$ cat src/rtl/vga_check_pkg.sv
// Shared types, CRC-16-CCITT constants and the per-byte CRC step for the VGA frame checker.
package vga_check_pkg;

    typedef enum logic {
        IDLE    = 1'b0,
        CAPTURE = 1'b1
    } state_t;

    localparam logic [15:0] CRC16_POLY = 16'h1021;
    localparam logic [15:0] CRC16_INIT = 16'hFFFF;
    localparam logic [9:0]  CNT_MAX    = 10'h3FF;

    // MSB-first, unreflected CRC-16-CCITT step over one byte.
    function automatic logic [15:0] crc16_byte(input logic [15:0] crc, input logic [7:0] data);
        logic [15:0] c;
        c = crc ^ {data, 8'h00};
        for (int i = 0; i < 8; i++) begin
            c = c[15] ? ((c << 1) ^ CRC16_POLY) : (c << 1);
        end
        return c;
    endfunction

endpackage

$ cat src/rtl/vga_crc16.sv
// CRC-16-CCITT accumulator, one byte per enabled cycle; clear restarts from the init value.
// Latency: result visible the cycle after the byte is presented.
// Backpressure: none, consumes data on every enabled cycle.
module vga_crc16
    import vga_check_pkg::*;
(
    input  logic        clk,
    input  logic        rst_n,
    input  logic        clear,
    input  logic        enable,
    input  logic [7:0]  data,
    output logic [15:0] crc
);

    // A clear with enable set seeds the new run with this cycle's byte.
    always_ff @(posedge clk) begin
        if (!rst_n) begin
            crc <= CRC16_INIT;
        end else if (clear) begin
            crc <= enable ? crc16_byte(CRC16_INIT, data) : CRC16_INIT;
        end else if (enable) begin
            crc <= crc16_byte(crc, data);
        end
    end

endmodule

$ cat config.mk
export PLATFORM = sky130hd
export DESIGN_NAME = vga_crc16
export DESIGN_NICKNAME = d
export VERILOG_FILES = /design/src/rtl/vga_check_pkg.sv /design/src/rtl/vga_crc16.sv
export SDC_FILE = /design/constraint.sdc
export NUM_CORES = 1
export LEC_CHECK = 0
export ABC_CLOCK_PERIOD_IN_PS = 1400
export CORE_UTILIZATION = 45
export DETAILED_ROUTE_END_ITERATION = 6
export PLACE_DENSITY = 0.73
export SKIP_LAST_GASP = 1
export SYNTH_ARGS = -nofsm -noshare
export SYNTH_HDL_FRONTEND = slang
export SYNTH_SLANG_ARGS = --single-unit
$ cat constraint.sdc
create_clock -name clk -period 1.4 [get_ports clk]
set_input_delay 0.28 -clock clk [delete_from_list [all_inputs] [get_ports clk]]
set_output_delay 0.28 -clock clk [all_outputs]
set_load 0.005 [all_outputs]
==> summary.txt, run 1 <==
Run status
  – Status: finished with violations
  – Failing checks: setup timing

Synthesis
  – Top-area cell type share of the netlist area: 26.0%
  – Number of synthesized register bits: 16
  – Top area cells in the synthesized netlist: dfxtp_1, xnor2_1, o21ai_0
  – Ys Warns: 0
  – Synth area leader: dfxtp_1
  – Count of different cell masters after synthesis: 37
  – Mapped Avg Cell Area: 8.05 µm²
  – Sequential area share after synthesis: 26.0%
  – Cells after Synth: 153
  – Syn nets: 165
  – Post-Syn Area: 0.00123 mm²

Global route
  – Vias in the first global route: 1,222
  – Antenna violations before repair: 0
  – Largest net degree at the start of global routing: 29
  – GR Util All Layers: 24.8%
  – First-pass GRT wire length: 5.26 mm
  – Global route overflow: 0

Pwr
  – Total chip power: 1530 µW
  – Worst vdd ir: 0.677 mV
  – Pwr Density: 777 mW/mm²
  – Leakage: 0.000795 µW

Final layout
  – Final core occ: 77.9%
  – Area Growth Syn to Fin: 59.6%
  – Layout cells sized above 1: 38.9%
  – Max reg flops: 16
  – # fillers: 177
  – Fin nets: 225
  – Biggest register: crc
  – Area of the multi-input gates: 925 µm²
  – Antenna diodes: 0
  – FF/Latch Area: 353 µm²
  – Largest regs: crc: 16 flops

Setup path
  – CP startpoint: enable
  – WS Path Type: input port to flop
  – Required time of the critical path: 1.58 ns
  – Critical path startpoint category: input port
  – Worst setup EP type: flop
  – Critical Path Fanout Max: 15
  – Worst reg2reg startpoint: crc[9]
  – WP data arrival: 1.60 ns

Clock network
  – Clk pin slew, worst setup/hold paths: 0.09 ns
  – Max clock buf depth: 2
  – Worst-Skew Late Latency: 0.29 ns
  – Root buffer cell: clkbuf_4
  – Clk sinks: 16
  – Cts bufs inserted: 3
  – H-tree Lvls: 1
  – CTS Hold Buffers Added: 0
  – CTS tree: done

Route
  – Post-Route WL: 3.68 mm
  – Number of remaining DRC errors: 0
  – Via density per instance: 5.71
  – 1st-iter DRT viols: 31
  – WL per Instance: 15.3 µm
  – Antenna-violating nets left: 0
  – Vias: 1,376
  – DRT Pass-1 Iters: 4

Die
  – Core footprint: 0.00252 mm²
  – Die X: 54.3 µm
  – Die area: 0.00295 mm²
  – I/O pin total: 28
  – Row cnt: 18
  – Chip Height: 54.3 µm
  – Initial Util: 48.8%

Placed design
  – Final GP Congestion: 0.902
  – Hpwl dp: 2.33 mm
  – I/O Buffers: 27
  – Worst slack, placed: -0.293 ns

Worst hold path
  – Hold Path Origin: crc[6]
  – Hold Path Class: flop to flop

Timing
  – Final Setup Violations: 3
  – Clock Skew: 0.00566 ns
  – Slew headroom: 80.0%
  – Setup TNS after final layout: -0.0498 ns
  – Unrepaired setup endpoints after global routing: yes
  – PnR worst setup slack: -0.0266 ns
  – Highest Clock Rate: 0.701 GHz
  – Hold Vio Cnt, Final: 0
  – Tmin final: 1.43 ns
  – Final Cycle Share: 102%
  – Slew at the pin with the worst max-slew slack: 0.298 ns
  – Final max-slew violation count: 0

Flow run
  – Number of max-cap violations: 0
[Yosys cell counts, drive strengths merged]
cell type	count
or3	6
a21boi	3
a21oi	4
inv	2
nand3	1
o31ai	3
o211ai	6
o21a	2
nand2	16
o32ai	1
nor2	9
xnor2	22
nor2b	4
nor3	7
a31o	1
mux2i	4
o21ai	16
clkbuf	3
and2	1
xor2	8
a211o	1
o41ai	1
and3	2
buf	9
a31oi	4
o211a	1
dfxtp	16
[metrics by stage]
stage / cells / hold slack, ns / cell area [µm²]
after floorplan: 153 / 0.356 / 1230
final: 241 / 0.574 / 1960
after CTS: 241 / 0.558 / 1850
after global routing: 241 / 0.623 / 1960
after global placement: 223 / 0.552 / 1690
after detailed placement: 223 / 0.563 / 1690
[critical path: stages]
cell and delay (ns):
clkdlybuf4s50_1 0.61, buf_4 0.26, a31oi_1 0.11, o21ai_0 0.24, nand2_1 0.09
[kinds of logic after synthesis]
family / synth area share [%]
simple gates: 17.5
compound gates: 24.1
xor+xnor: 23.2
flops: 26.0
buf+inv: 6.00
mux: 3.25
[cell type report]
class	count	area share, %
inverter	2	0.382
clock buffer	3	1.15
sequential	16	18.0
timing repair buffer	67	31.5
tap	30	1.91
multi-input combinational	123	47.1
[placed cells by master, fill, tap and decap left out, drive strengths merged, types with 4 or more instances in the layout]
cell           instances
a21oi                  4
a31oi                  4
buf                   40
clkdlybuf4s50          9
dfxtp                 16
dlygate4sd2            9
dlymetal6s2s           9
mux2i                  4
nand2                 16
nor2                   9
nor2b                  4
nor3                   7
o211ai                 6
o21ai                 16
or3                    6
xnor2                 22
xor2                   8
[worst paths after layout]
path	end	slack, ns	cells past startpoint
max	crc[2]	-0.03	5
min reg2reg	crc[6]	0.57	2
min	crc[6]	0.57	2
max reg2reg	crc[13]	-0.01	5
[power by group]
part           total (µW)  switching (µW)  internal (µW)  leakage [µW]
registers             529            25.5            504      0.000129
clock network         251             151            100     0.0000138
logic                 746             350            396      0.000652
total                1530             526           1000      0.000795
[layer usage]
layer  vias to the layer above  global-route usage [%]  wire (µm)
met2                        54                    44.5       1880
met3                        10                    2.78        210
li1                        646                       -          -
met5                         -                       0          0
met4                         0                    8.55         60
met1                       666                    30.1       1530
[repair_timing]
item                       4_1_cts  5_1_grt
setup buffers                   15        0
resized for setup               30       24
setup endpoints to repair       16       17
pin swaps                        0        0
(Power assumes the default switching activity.)
==> run 2: changes to the inputs <==
Settings changed: CTS_CLUSTER_SIZE from default to 14.
==> results of run 2 <==
Same layout as run 1: the final DEF is identical, and so are final timing and power.
